## src/rtl/uart_tx_arbiter.sv

```systemverilog
// Serial byte transmitter shared by NREQ requesters: round-robin arbitration with optional
// line lock held until the owner sends a newline, then one 8N1 frame per accepted byte.
//   state | meaning
//   IDLE  | line high, arbitration open, one req_ready pulse per accepted byte
//   START | start bit (low) for DIV cycles
//   DATA  | bits 0..7 of the latched byte, LSB first, DIV cycles each
//   STOP  | stop bit (high) for DIV cycles, then back to IDLE
module uart_tx_arbiter #(
  parameter int NREQ      = 4,
  parameter int DIV       = 10,
  parameter bit LINE_LOCK = 1'b1,
  localparam int GW       = (NREQ > 2) ? $clog2(NREQ) : 1
) (
  input  logic              uart_clk,
  input  logic              rst_n,
  input  logic [NREQ-1:0]   req_valid,
  input  logic [8*NREQ-1:0] req_data,
  output logic [NREQ-1:0]   req_ready,
  output logic              tx,
  output logic              busy,
  output logic [GW-1:0]     grant_id,
  output logic              locked
);

  localparam int TW = $clog2(DIV);

  typedef enum logic [1:0] {IDLE, START, DATA, STOP} state_t;

  state_t          state;
  state_t          state_nxt;
  logic [TW-1:0]   timer;
  logic [2:0]      bit_idx;
  logic [7:0]      shreg;
  logic [GW-1:0]   rr_ptr;
  logic [NREQ-1:0] eligible;
  logic [2*NREQ-1:0] elig_dbl;
  logic [NREQ-1:0] elig_rot;
  logic            found;
  logic [GW-1:0]   offset;
  logic [GW:0]     win_sum;
  logic [GW-1:0]   win;
  logic [7:0]      win_data;
  logic            accept;
  logic            bit_end;

  // Rotate the eligible set so the round-robin start index sits at bit 0.
  always_comb begin
    eligible = req_valid;
    if (locked) begin
      eligible = req_valid & (NREQ'(1) << grant_id);
    end
    elig_dbl = {eligible, eligible} >> rr_ptr;
    elig_rot = elig_dbl[NREQ-1:0];
    found    = 1'b0;
    offset   = '0;
    for (int k = 0; k < NREQ; k++) begin
      if (!found && elig_rot[k]) begin
        found  = 1'b1;
        offset = GW'(k);
      end
    end
    win_sum = {1'b0, rr_ptr} + {1'b0, offset};
    if (win_sum >= (GW+1)'(NREQ)) begin
      win_sum = win_sum - (GW+1)'(NREQ);
    end
    win      = win_sum[GW-1:0];
    win_data = 8'(req_data >> {win, 3'b000});
  end

  assign accept    = (state == IDLE) && found && rst_n;
  assign req_ready = accept ? (NREQ'(1) << win) : '0;
  assign bit_end   = (timer == TW'(DIV - 1));
  assign busy      = (state != IDLE);

  always_comb begin
    state_nxt = state;
    tx        = 1'b1;
    case (state)
      IDLE: begin
        if (accept) state_nxt = START;
      end
      START: begin
        tx = 1'b0;
        if (bit_end) state_nxt = DATA;
      end
      DATA: begin
        tx = shreg[bit_idx];
        if (bit_end && (bit_idx == 3'd7)) state_nxt = STOP;
      end
      STOP: begin
        if (bit_end) state_nxt = IDLE;
      end
      default: state_nxt = IDLE;
    endcase
  end

  always_ff @(posedge uart_clk) begin
    if (!rst_n) begin
      state <= IDLE;
    end else begin
      state <= state_nxt;
    end
  end

  always_ff @(posedge uart_clk) begin
    if (!rst_n) begin
      timer    <= '0;
      bit_idx  <= '0;
      shreg    <= '0;
      grant_id <= '0;
      rr_ptr   <= '0;
      locked   <= 1'b0;
    end else begin
      if ((state == IDLE) || bit_end) begin
        timer <= '0;
      end else begin
        timer <= timer + 1'b1;
      end
      if ((state == DATA) && bit_end) begin
        bit_idx <= bit_idx + 1'b1;
      end
      if (accept) begin
        shreg    <= win_data;
        grant_id <= win;
        rr_ptr   <= (win == GW'(NREQ - 1)) ? '0 : win + 1'b1;
        locked   <= LINE_LOCK && (win_data != 8'h0A);
      end
    end
  end

endmodule
```

## config.mk

```make
export PLATFORM = sky130hd
export DESIGN_NAME = uart_tx_arbiter
export DESIGN_NICKNAME = d
export VERILOG_FILES = /design/src/rtl/uart_tx_arbiter.sv
export SDC_FILE = /design/constraint.sdc
export NUM_CORES = 1
export LEC_CHECK = 0
export ABC_AREA = 1
export CAP_MARGIN = 20
export CORE_ASPECT_RATIO = 0.5
export CORE_MARGIN = 3
export CORE_UTILIZATION = 35
export DETAILED_ROUTE_END_ITERATION = 10
export PLACE_DENSITY = 0.63
export SLEW_MARGIN = 0
export SYNTH_ARGS = -nofsm -noshare
export SYNTH_HDL_FRONTEND = slang
export SYNTH_SLANG_ARGS = --single-unit
```

## constraint.sdc

```tcl
create_clock -name uart_clk -period 3.2 [get_ports uart_clk]
set_input_delay 0.48 -clock uart_clk [delete_from_list [all_inputs] [get_ports uart_clk]]
set_output_delay 0.48 -clock uart_clk [all_outputs]
set_load 0.02 [all_outputs]
```

# Word level (Yosys, flattened, before mapping)
# Cells that the tools add are included.
[op_classes]
addsub = 5
order_cmp = 2
eq_ne = 11
n_shift = 4
muxes = 19
bitwise_logic = 2
reduce_logical = 15
[ops]
columns = ["operator", "n"]
rows = [
  ["$shr A32 B5 Y8", 1],
  ["$mux W2", 8],
  ["$mux W4", 2],
  ["$ne A2 B2 Y1 const B", 4],
  ["$ne A8 B4 Y1 const B", 1],
  ["$pmux W2 S4", 1],
  ["$shl A1 B2 Y4 const A", 2],
  ["$shr A8 B2 Y4", 1],
  ["$logic_and A1 B1 Y1", 7],
  ["$eq A2 B2 Y1 const B", 3],
  ["$mux W1", 6],
  ["$add A4 B1 Y4 const B", 1],
  ["$and A4 B4 Y4", 1],
  ["$eq A4 B4 Y1 const B", 1],
  ["$lt A3 B4 Y1 const B", 1],
  ["$reduce_and A4 Y1", 1],
  ["$add A2 B2 Y3", 1],
  ["$add A3 B1 Y3 const B", 1],
  ["$bmux W1 S3", 1],
  ["$eq A3 B3 Y1 const B", 1],
  ["$ge A3 B3 Y1 const B", 1],
  ["$logic_not A1 Y1", 3],
  ["$add A2 B1 Y2 const B", 1],
  ["$eq A2 B1 Y1 const B", 1],
  ["other kinds (7)", 7],
]
[word_totals]
regBits = 22
inputBits = 38
output_inout_bits = 9
word_cells = 65

# Logic depth before layout (Yosys ltp)
# Gate-level depths: netlist of the first run.
[logic_depth]
ltp_word = 19
ltp_mapped = 23
mapped_depth_nobuf = 21

# Worst setup path after synthesis of the first run
# OpenSTA, ideal clock, no wires.
[synth_path]
kind = "register to output"
start = "register grant_id[1]"
end = "output req_ready[0]"
arrival_time_ns = 2.513
required_time_ns = 2.720
setup_slack_ns = 0.207
path_stages_with_launch = 17
n_path_buf = 2
cell_sequence = "dfxtp_1 -> inv_1 -> nand2_1 -> nand2_2 -> nand3_2 -> nand2_1 -> nand2_1 -> nand2_2 -> a31oi_1 -> nor2_1 -> ha_1 -> buf_2 -> inv_1 -> clkbuf_1 -> ha_1 -> inv_1 -> nor2_1"
[synth_between]
elab_chain_cells = 19
word_cells_on_any_way = 25
cone_classes = "add/sub (2); order compare (1); shift (3); mux (10); bitwise (1); reduce/logical (8)"
[synth_lines]
columns = ["element", "line_no", "text"]
rows = [
  ["start: declaration", "21", "output logic [GW-1:0] grant_id,"],
  ["start signal: assignment", "124", "grant_id <= win;"],
  ["$shl A1 B2 Y4 (*)", "50", "eligible = req_valid & (NREQ'(1) << grant_id);"],
  ["$and A4 B4 Y4 (*)", "50", ""],
  ["$mux W4 (*)", "49", "if (locked) begin"],
  ["$shr A8 B2 Y4 (*)", "52", "elig_dbl = {eligible, eligible} >> rr_ptr;"],
  ["$mux W1", "57", "if (!found && elig_rot[k]) begin"],
  ["$logic_not A1 Y1", "57", ""],
  ["$logic_and A1 B1 Y1", "57", ""],
  ["$mux W1", "57", ""],
  ["[... 4 more ...]", "--", ""],
  ["$logic_and A1 B1 Y1", "57", ""],
  ["$mux W2 (*)", "57", ""],
  ["$add A2 B2 Y3 (*)", "62", "win_sum = {1'b0, rr_ptr} + {1'b0, offset};"],
  ["$ge A3 B3 Y1 / $sub A2 B1 Y2 (equally long branches)", "63, 64", ""],
  ["$mux W2 (*)", "63", "if (win_sum >= (GW+1)'(NREQ)) begin"],
  ["net win_sum[0]", "40", "logic [GW:0] win_sum;"],
  ["$shl A1 B2 Y4 (*)", "71", "assign req_ready = accept ? (NREQ'(1) << win) : '0;"],
  ["$mux W4 (*)", "71", ""],
  ["end: declaration", "18", "output logic [NREQ-1:0] req_ready,"],
]
# Mark *: on every way through the listed nets, which the timed path passes. The rest lies on a longest branch.

# Worst setup path in the final report of the first run
[layout_path]
start = "register grant_id[0]"
end = "output req_ready[2]"
[layout_between]
elab_chain_cells = 19
word_cells_on_any_way = 25
cone_classes = "add/sub (2); order compare (1); shift (3); mux (10); bitwise (1); reduce/logical (8)"
[layout_lines]
columns = ["element", "line_no"]
rows = [
  ["$shl A1 B2 Y4 (*)", "50"],
  ["$and A4 B4 Y4 (*)", "50"],
  ["$mux W4 (*)", "49"],
  ["$shr A8 B2 Y4 (*)", "52"],
  ["$mux W1", "57"],
  ["$logic_not A1 Y1", "57"],
  ["$logic_and A1 B1 Y1", "57"],
  ["$mux W1", "57"],
  ["[... 3 more ...]", "--"],
  ["$logic_not A1 Y1", "57"],
  ["$logic_and A1 B1 Y1", "57"],
  ["$mux W2", "57"],
  ["$add A2 B2 Y3", "62"],
  ["$ge A3 B3 Y1 / $sub A2 B1 Y2 (equally long branches)", "63, 64"],
  ["$mux W2", "63"],
  ["$shl A1 B2 Y4", "71"],
  ["$mux W4 (*)", "71"],
]
# Every way passes the cells marked *; elsewhere a longest branch is shown, timed or not.

==> results of run 1 <==
==> path summary, 6_finish.rpt <==
path | startpoint | slack, ns | endpoint
setup / recovery | grant_id[0] | 0.18 | req_ready[2]
setup reg to reg | grant_id[0] | 0.50 | locked
hold / removal | timer[0] | 0.47 | timer[0]
hold reg to reg | timer[0] | 0.47 | timer[0]
==> cell usage in the layout (no fill, tap or decap) <==
cell / Yosys / final
sky130_fd_sc_hd__nand2_1: 79 / 79
sky130_fd_sc_hd__clkdlybuf4s50_1: 0 / 38
sky130_fd_sc_hd__inv_1: 34 / 33
sky130_fd_sc_hd__buf_4: 0 / 27
sky130_fd_sc_hd__dfxtp_1: 22 / 22
sky130_fd_sc_hd__nand3_1: 24 / 17
sky130_fd_sc_hd__nor2_1: 13 / 13
sky130_fd_sc_hd__ha_1: 13 / 13
sky130_fd_sc_hd__o21ai_0: 11 / 11
sky130_fd_sc_hd__a21oi_1: 11 / 11
sky130_fd_sc_hd__nand3_2: 2 / 9
sky130_fd_sc_hd__nand2_2: 9 / 8
sky130_fd_sc_hd__mux2i_1: 6 / 6
sky130_fd_sc_hd__o211ai_1: 5 / 5
sky130_fd_sc_hd__o21ai_1: 4 / 4
sky130_fd_sc_hd__inv_2: 3 / 4
sky130_fd_sc_hd__dlymetal6s2s_1: 0 / 4
sky130_fd_sc_hd__nand2_4: 2 / 3
sky130_fd_sc_hd__clkbuf_8: 0 / 3
sky130_fd_sc_hd__or2_2: 2 / 2
sky130_fd_sc_hd__o22ai_1: 2 / 2
sky130_fd_sc_hd__buf_2: 2 / 2
sky130_fd_sc_hd__nor2_8: 1 / 1
sky130_fd_sc_hd__xor2_1: 1 / 1
sky130_fd_sc_hd__nand3_4: 1 / 1
sky130_fd_sc_hd__a31oi_1: 1 / 1
sky130_fd_sc_hd__a31oi_4: 1 / 1
sky130_fd_sc_hd__o32ai_1: 1 / 1
sky130_fd_sc_hd__o21a_1: 1 / 1
sky130_fd_sc_hd__xnor2_1: 1 / 1
==> critical path: cells and delay by family (launching register included) <==
kind                       cells  cell delay (ns)
AOI/OAI and AO/OA              2             0.45
and+or+nand+nor                7             0.49
adders and majority gates      2             0.34
DFF                            1             0.36
buffers and inverters          4             0.49
xor gates and xnor gates       1             0.15
==> per-stage QoR <==
step                utilization [%]  setup TNS, ns
detailed placement             52.7          -1.43
global route                   54.4              0
global placement               52.7          -1.16
CTS                            53.3              0
finish                         54.4              0
floorplan                         -              0
==> area by class of cell <==
| class | instances | area, sq um | area share (%) |
|---|---|---|---|
| Timing Repair Buffer | 71 | 643 | 26.1 |
| Clock buffer | 3 | 41.3 | 1.68 |
| Inverter | 37 | 139 | 5.63 |
| Sequential cell | 22 | 440 | 17.9 |
| Multi-Input combinational cell | 191 | 1120 | 45.4 |
| Tap cell | 66 | 82.6 | 3.35 |
==> sequential cells by signal (all words and copies together), names as in the netlist <==
| name | flops |
|---|---|
| timer | 4 |
| shreg | 8 |
| bit_idx | 3 |
| state | 2 |
| rr_ptr | 2 |
| locked | 1 |
| grant_id | 2 |
==> repair_timing <==
item                       in CTS  in global routing
setup endpoints to repair       4                  4
pin swaps                       0                  3
gates resized for setup        15                 16
==> kinds of logic (layout without fill, tap and decap cells) <==
kind of cell | count (synthesis) | after routing | synth area share (%)
xor gates and xnor gates | 2 | 2 | 1.04
DFF | 22 | 22 | 26.1
AOI/OAI and AO/OA | 37 | 37 | 13.2
and+or+nand+nor | 133 | 133 | 36.3
buffers and inverters | 43 | 111 | 10.1
adders and majority gates | 13 | 13 | 9.62
muxes | 6 | 6 | 3.55
==> layer usage <==
metal	GRT usage [%]	part of all wire, %	vias to the layer above
li1	-	-	951
met1	20.6	50	809
met2	25.0	45	44
met3	1.39	5.0	2
met4	2.65	0.49	0
met5	0	0	-
==> power groups by stage <==
stage	Sequential (mW)	Clock, mW	Combinational [mW]
final	0.424	0.164	2.06
after floorplan	0.427	0	1.29
after detailed placement	0.429	0	2.05
after CTS	0.423	0.172	2.04
after global placement	0.425	0	2.03
after global routing	0.435	0.181	2.32
==> impl_metrics.yaml, run 1 <==
timing:
  postLayoutSetupSlackWorst_ns: 0.176
  timing.hold.ws_ns: 0.475
  total_count_of_max_transition_violations_in_the_final_report: 0
  final.period_utilization_pct: 94.5
  timing.final.hold_violations: 0
  rsz0062_at_grt: "no"
  achievable-frequency_mhz: 331
  fin_crit_ns: 3.02
  slew-limit-headroom_pct: 79.7
  setup-violations-final: 0
  fin_worst_skew_ns: 0.00100
  worst_pin_slew_ns: 0.305
worst_setup_path:
  path_max_fanout: 5
  worstSetupEndpointType: "primary output"
  rr_worst_depth: 16
  arrival_ns: 2.54
  crit_path_top_cell_by_count: "sky130_fd_sc_hd__buf_4"
  crit_path_top_delay_cell: "sky130_fd_sc_hd__dfxtp_1"
  criticalPathCategory: "reg -> out"
  cell_by_cell_trace_of_the_critical_path: "o21ai_1 > nand3_2 > nand3_2 > nand2_2 > a31oi_1 > nor2_1 > ha_1 > xor2_1 > buf_4 > nand2_4 > nand2_4 > buf_4 > ha_1 > inv_1 > nor2_1 > buf_4"
  crit_path_start_kind: "register"
  timing.critical_path.slowest_cell_delay_ns: 0.36
  critical_path_required_ns: 2.72
die:
  top_level_ports: 47
  floorplan.rows: 17
  die_x_um: 104
  core_region_area_sq_mm: 0.00453
  dieArea_sq_mm: 0.00575
  die-height_um: 55.1
  initial_utilization_pct: 37.3
clocking:
  htreeDepth: 1
  clk_root_buffer_cell: "sky130_fd_sc_hd__clkbuf_8"
  post_cts_hold_buffer_count: 0
  clock_latency_ns: 0.25
  post-cts-setup-buffer-count: 0
  cts.sink_count: 22
  clkTransAtPathRegs_ns: 0.07
  cts-root-to-sink-buffers: 2
  tritoncts: "yes"
  cts_made_buffers: 3
yosys:
  synthMostInstantiatedCell: "sky130_fd_sc_hd__nand2_1"
  synthDominantAreaCellType: "sky130_fd_sc_hd__dfxtp_1"
  synth-seq-cells: 22
  ys.flop_type: "sky130_fd_sc_hd__dfxtp_1"
  synthDistinctLibCells: 29
  synth_common_cells: "sky130_fd_sc_hd__nand2_1 (79), sky130_fd_sc_hd__inv_1 (34), sky130_fd_sc_hd__nand3_1 (24)"
  async_reset_ff_share_pct: 0
  syn_inst: 256
  netlist_area_pre_place_sq_mm: 0.00169
  synth_warnings: 0
  synth.top_cells.by_area: "sky130_fd_sc_hd__dfxtp_1 (26%), sky130_fd_sc_hd__nand2_1 (18%), sky130_fd_sc_hd__ha_1 (9.6%), sky130_fd_sc_hd__inv_1 (7.5%), sky130_fd_sc_hd__nand3_1 (7.1%)"
  post_synth.cell_area_avg_sq_um: 6.60
  synth_edf_count: 0
  postSynthNetCount: 307
  synth.yosys.seq_area_share_pct: 26.1
  yosysTopAreaCellShare_pct: 26.1
power:
  power.share.combinational_pct: 77.8
  net_switching_power_figure_mw: 1.31
  total_leakage_power_nw: 1.23
  power_density_mw_per_mm2: 1080
  power_switching_share_pct: 49.2
  total_power_mw: 2.65
  p_seq_share_pct: 16.0
  ir_drop_mv: 0.593
  pwr-share-clk_pct: 6.2
  internal_power_mw: 1.35
route:
  routedWlPerCell_um: 11.0
  antenna_violating_nets_post_route: 0
  drt_drc_violations_left: 0
  routed_wl_um: 4270
  drt-initial-drc-count: 76
  drt_pass1_iterations: 4
  routed_via_density: 4.63
  route.vias.total: 1806
grt:
  grt_pass1_vias: 1546
  grt_start_max_net_pins: 15
  global_route.usage.total_pct: 14.6
  antenna_violations_before_repair: 0
  globalRouteOverflowTotal: 0
  grt_first_pass_wirelength_um: 6820
worst_hold_path:
  hold_path.class: "reg -> reg"
  timing.hold.worst_path_depth: 1
final_layout:
  layout-area-overhead-vs-synth_pct: 45.8
  final_design_area_no_fill_sq_mm: 0.00246
  design.final.nets: 377
  n_antenna_cell: 0
  layout-drive-gt1-share_pct: 18.8
  n_fill_cell: 465
  final-instance-count-excl-fill: 390
run:
  number_of_max_cap_violations: 0
place:
  gp_congestion: 0.755
  placed_cells: 387
  dp_worst_setup_slack_ns: -0.392
  portBuffers: 46
  postPlaceCellArea_sq_mm: 0.00239
  dpl.hpwl_um: 3620
outcome:
  run_status: "completed"
(Power assumes the default switching activity.)
==> run 2: changes to the inputs <==
--- a/config.mk
+++ b/config.mk
@@ -8,7 +8,7 @@
 export ABC_AREA = 1
 export CAP_MARGIN = 20
 export CORE_ASPECT_RATIO = 0.5
-export CORE_MARGIN = 3
+export CORE_MARGIN = 2
 export CORE_UTILIZATION = 35
 export DETAILED_ROUTE_END_ITERATION = 10
 export PLACE_DENSITY = 0.63
==> impl_metrics.yaml, run 2 (synthesis results as in run 1) <==
worst_setup_path:
  crit_path_start_kind: "register"
  critical_path_required_ns: 2.72
  worst_path_dominant_cell_family: "buffers and inverters"
  worstSetupEndpointType: "primary output"
  criticalPathCategory: "reg -> out"
  crit_path_top_delay_cell: "sky130_fd_sc_hd__dfxtp_1"
  path_max_fanout: 4
  cell_by_cell_trace_of_the_critical_path: "buf_4 > nand3_2 > nand3_2 > nand2_2 > a31oi_1 > nor2_1 > ha_2 > xor2_2 > buf_4 > nand2_4 > nand2_4 > buf_4 > ha_1 > inv_1 > nor2_1 > buf_4"
  arrival_ns: 2.51
  critical_path.n_buffers_inverters: 5
  crit_path_top_cell_by_count: "sky130_fd_sc_hd__buf_4"
  timing.critical_path.slowest_cell_delay_ns: 0.46
final_layout:
  layout.core_utilization_pct: 54.5
  max_flop_register: "shreg"
  multi_input_area_sq_mm: 0.00112
  layout-drive-gt1-share_pct: 20.1
  largest_regs: "shreg: 8 flops, timer: 4 flops, bit_idx: 3 flops"
  final-instance-count-excl-fill: 390
  layout-area-overhead-vs-synth_pct: 46.0
  layout_common_cells: "sky130_fd_sc_hd__nand2_1 (79), sky130_fd_sc_hd__clkdlybuf4s50_1 (38), sky130_fd_sc_hd__inv_1 (32)"
  ff_latch_area_sq_um: 443
  largest_reg_flops: 8
  n_antenna_cell: 0
  mostFrequentLayoutCell: "sky130_fd_sc_hd__nand2_1"
  n_fill_cell: 453
  design.final.nets: 377
die:
  die-height_um: 53.1
  die_x_um: 102
  top_level_ports: 47
  dieArea_sq_mm: 0.00544
  initial_utilization_pct: 37.3
  floorplan.rows: 17
  core_region_area_sq_mm: 0.00453
place:
  dpl.hpwl_um: 3560
  placed_cells: 387
  gp_congestion: 0.884
  portBuffers: 46
grt:
  grt_first_pass_wirelength_um: 6930
  globalRouteOverflowTotal: 0
  grt_pass1_vias: 1609
  global_route.usage.total_pct: 16.5
  antenna_violations_before_repair: 0
  grt_start_max_net_pins: 15
clocking:
  cts-root-to-sink-buffers: 2
  clk_root_buffer_cell: "sky130_fd_sc_hd__clkbuf_8"
  cts.sink_count: 22
  clock_latency_ns: 0.26
  clkTransAtPathRegs_ns: 0.08
  post_cts_hold_buffer_count: 0
  cts_made_buffers: 3
  htreeDepth: 1
  tritoncts: "yes"
timing:
  setup-violations-final: 0
  total_count_of_max_transition_violations_in_the_final_report: 0
  final.period_utilization_pct: 93.4
  timing.final.hold_violations: 0
  timing.hold.ws_ns: 0.476
  totalNegativeSetupSlack_ns: 0
  achievable-frequency_mhz: 335
  rsz0062_at_grt: "no"
  slew-limit-headroom_pct: 77.1
  fin_worst_skew_ns: 0.00190
  fin_crit_ns: 2.99
  worst_pin_slew_ns: 0.343
run:
  number_of_max_cap_violations: 0
power:
  p_seq_share_pct: 16.1
  total_power_mw: 2.66
  net_switching_power_figure_mw: 1.31
  power.share.combinational_pct: 77.4
  ir_drop_mv: 0.488
  pwr-share-clk_pct: 6.5
  total_leakage_power_nw: 1.23
  power_density_mw_per_mm2: 1080
  power_switching_share_pct: 49.3
  internal_power_mw: 1.35
route:
  route.vias.total: 1787
  drt_drc_violations_left: 0
  drt-initial-drc-count: 73
  routedWlPerCell_um: 10.8
  antenna_violating_nets_post_route: 0
  routed_wl_um: 4200
  drt_pass1_iterations: 4
  routed_via_density: 4.58
outcome:
  run_status: "completed"
worst_hold_path:
  hold_path.class: "reg -> reg"
==> run 2: cell types whose count changed in the layout (fill, tap and decap cells not counted), moves of 2 or more <==
| cell | before | now |
|---|---|---|
| sky130_fd_sc_hd__nand3_1 | 17 | 19 |
| sky130_fd_sc_hd__nand3_2 | 9 | 7 |
| sky130_fd_sc_hd__dfxtp_1 | 22 | 20 |
| sky130_fd_sc_hd__dfxtp_2 | 0 | 2 |
==> run 2: power by group through the flow <==
| stage | Clock (mW) | Sequential (mW) | Combinational [mW] |
|---|---|---|---|
| floorplan | 0 | 0.427 | 1.29 |
| global placement | 0 | 0.424 | 2.02 |
| detailed placement | 0 | 0.425 | 2.05 |
| CTS | 0.179 | 0.420 | 2.03 |
| global route | 0.186 | 0.437 | 2.34 |
| finish | 0.173 | 0.427 | 2.06 |
==> run 2: through the flow <==
stage               instance area, sq um  setup WS (ns)
floorplan                           1690          0.207
global placement                    2390         -0.319
detailed placement                  2390         -0.391
CTS                                 2420       0.000298
global route                        2470         0.0305
finish                              2470          0.212
==> run 2: final cells by class <==
type | count | area share [%]
clock buffers | 3 | 1.67
inverters | 37 | 5.63
multi-input cells | 191 | 45.5
flip-flops and latches | 22 | 17.9
well taps | 66 | 3.35
repair buffers | 71 | 26.0
==> run 2: final timing paths <==
path,slack (ns),end,start,cells past startpoint
worst max register to register,0.63,locked,rr_ptr[0],16
worst max-delay path,0.21,req_ready[2],rr_ptr[0],16
worst min-delay path,0.48,timer[0],timer[0],1
worst min register to register,0.48,timer[0],timer[0],1
==> run 2: layer usage <==
layer | track usage [%] | up-vias | wire length (um)
met5 | 0 | - | 0
met4 | 4.67 | 0 | 53
met3 | 1.98 | 5 | 182
met2 | 27.1 | 37 | 1850
met1 | 22.8 | 791 | 2120
li1 | - | 954 | -
==> run 2: what timing repair did <==
action,CTS,global route
buffers inserted,0,0
gates resized for setup,15,19
pin swaps,0,3
endpoints found under the setup margin,4,4
hold endpoints to repair,0,0
==> run 3: changes to the inputs <==
--- a/config.mk
+++ b/config.mk
@@ -11,7 +11,7 @@
 export CORE_MARGIN = 2
 export CORE_UTILIZATION = 35
 export DETAILED_ROUTE_END_ITERATION = 10
-export PLACE_DENSITY = 0.63
+export PLACE_DENSITY = 0.66
 export SLEW_MARGIN = 0
 export SYNTH_ARGS = -nofsm -noshare
 export SYNTH_HDL_FRONTEND = slang
==> constraint.sdc (replaced) <==
create_clock -name uart_clk -period 2.4 [get_ports uart_clk]
set_input_delay 0.36 -clock uart_clk [delete_from_list [all_inputs] [get_ports uart_clk]]
set_output_delay 0.36 -clock uart_clk [all_outputs]
set_load 0.02 [all_outputs]
==> impl_metrics.yaml, run 3 (synthesis results as in run 1) <==
worst_setup_path:
  critical_path_required_ns: 2.04
  count_of_cell_instances_traversed_by_the_critical_path: 18
  arrival_ns: 2.40
  cell_by_cell_trace_of_the_critical_path: "inv_2 > nand2_2 > nand2_2 > nand3_2 > nand3_2 > nand2_2 > a31oi_1 > nor2_1 > ha_2 > xor2_2 > buf_4 > nand2_4 > nand2_4 > buf_6 > ha_4 > inv_2 > nor2_4 > buf_6"
  criticalPathCategory: "reg -> out"
  crit_path_top_cell_by_count: "sky130_fd_sc_hd__nand2_2"
  worst_path_dominant_cell_family: "simple AND/OR/NAND/NOR gates"
  worstSetupEndpointType: "primary output"
  crit_path_top_delay_cell: "sky130_fd_sc_hd__dfxtp_4"
  critical_path.n_buffers_inverters: 5
  crit_path_start_kind: "register"
  path_max_fanout: 5
  rr_worst_depth: 20
  timing.critical_path.slowest_cell_delay_ns: 0.38
final_layout:
  mostFrequentLayoutCell: "sky130_fd_sc_hd__nand2_1"
  design.final.nets: 399
  max_flop_register: "shreg"
  n_antenna_cell: 0
  layout-drive-gt1-share_pct: 35.2
  largest_regs: "shreg: 8 flops, timer: 4 flops, bit_idx: 3 flops"
  layout_common_cells: "sky130_fd_sc_hd__nand2_1 (62), sky130_fd_sc_hd__buf_4 (41), sky130_fd_sc_hd__clkdlybuf4s50_1 (37)"
  largest_reg_flops: 8
  layout-area-overhead-vs-synth_pct: 68.5
  final-instance-count-excl-fill: 413
grt:
  antenna_violations_before_repair: 0
  globalRouteMet3Util_pct: 2.51
  grt_pass1_vias: 1743
  globalRouteOverflowTotal: 0
  grt_first_pass_wirelength_um: 7850
  grt_use_met1_pct: 25.5
  grt_start_max_net_pins: 15
  groute.layer.met2.usage_pct: 31.8
  global_route.usage.total_pct: 18.4
  globalRoute.busiestLayer: "met2"
timing:
  setup-violations-final: 8
  slew-limit-headroom_pct: 81.6
  rsz0062_at_grt: "yes"
  achievable-frequency_mhz: 362
  fin_crit_ns: 2.76
  total_count_of_max_transition_violations_in_the_final_report: 0
  postLayoutSetupSlackWorst_ns: -0.362
  final.period_utilization_pct: 115
  worst_pin_slew_ns: 0.275
  fin_worst_skew_ns: 0.00430
  timing.final.hold_violations: 0
clocking:
  htreeDepth: 1
  cts-root-to-sink-buffers: 2
  cts_made_buffers: 3
  tritoncts: "yes"
  cts.sink_count: 22
  clock_latency_ns: 0.26
  clk_root_buffer_cell: "sky130_fd_sc_hd__clkbuf_8"
  clkTransAtPathRegs_ns: 0.08
  post_cts_hold_buffer_count: 0
worst_hold_path:
  hold_path.class: "reg -> reg"
  timing.hold.worst_path_depth: 1
route:
  routed_via_density: 4.63
  drt_pass1_iterations: 4
  routedWlPerCell_um: 11.4
  drt_drc_violations_left: 0
  route.vias.total: 1913
  routed_wl_um: 4720
  drt-initial-drc-count: 78
  antenna_violating_nets_post_route: 0
power:
  power_density_mw_per_mm2: 1640
  total_leakage_power_nw: 1.35
  ir_drop_mv: 0.921
  total_power_mw: 4.66
outcome:
  run_status: "finished with violations"
  failed_checks: "negative setup slack"
die:
  core_region_area_sq_mm: 0.00453
  die_x_um: 102
  die-height_um: 53.1
  dieArea_sq_mm: 0.00544
  top_level_ports: 47
  initial_utilization_pct: 37.3
  floorplan.rows: 17
place:
  gp_congestion: 0.831
  placed_cells: 397
  dp_worst_setup_slack_ns: -0.876
  portBuffers: 46
  dpl.hpwl_um: 3690
run:
  number_of_max_cap_violations: 0
-- run 3: path summary, 6_finish.rpt --
| kind | startpoint | slack (ns) | endpoint |
|---|---|---|---|
| setup / recovery | grant_id[0] | -0.36 | req_ready[3] |
| hold / removal | timer[0] | 0.48 | timer[0] |
| setup reg to reg | grant_id[0] | -0.11 | shreg[3] |
| hold reg to reg | timer[0] | 0.48 | timer[0] |
-- run 3: per-stage QoR --
stage | instance area [sq um] | utilization (%) | setup TNS (ns) | hold WS [ns]
after global routing | 2850 | 62.9 | -3.42 | 0.506
after global placement | 2540 | 56.1 | -5.74 | 0.450
final | 2850 | 62.9 | -1.59 | 0.476
after detailed placement | 2540 | 56.1 | -6.29 | 0.463
after floorplan | 1760 | - | -0.0629 | 0.433
after CTS | 2740 | 60.6 | -1.43 | 0.484
-- run 3: what timing repair did --
action / CTS / global route
cloned: 0 / 0
pin swaps: 26 / 9
setup endpoints to repair: 8 / 15
setup buffers: 9 / 4
gates resized for setup: 51 / 26
-- run 3: per-layer routing --
layer	wire length [um]	vias to the layer above	share of wire, %
li1	-	1001	-
met1	2270	877	48
met2	2250	33	48
met3	179	2	3.8
met4	19	0	0.40
met5	0	-	0
-- run 3: where the power goes --
group | leakage, nW | internal, mW | switching (mW)
combinational | 1.13 | 1.84 | 1.90
clock | 0.0357 | 0.223 | 0.122
sequential | 0.182 | 0.481 | 0.0961
-- run 3: final cells by class --
cell class | count | area (sq um)
clock buffers | 3 | 41.3
clock inverters | 1 | 30.0
fillers | 414 | 1680
inverters | 37 | 144
multi-input cells | 191 | 1250
flip-flops and latches | 22 | 449
well taps | 66 | 82.6
repair buffers | 93 | 855
-- run 3: worst register-to-register path: cells and delay by family (launching register included) --
family,cells,cell delay [ns]
buffers and inverters,6,0.66
adders and majority gates,1,0.19
DFF,1,0.38
and+or+nand+nor,9,0.65
xor gates and xnor gates,1,0.18
AOI/OAI and AO/OA,3,0.36
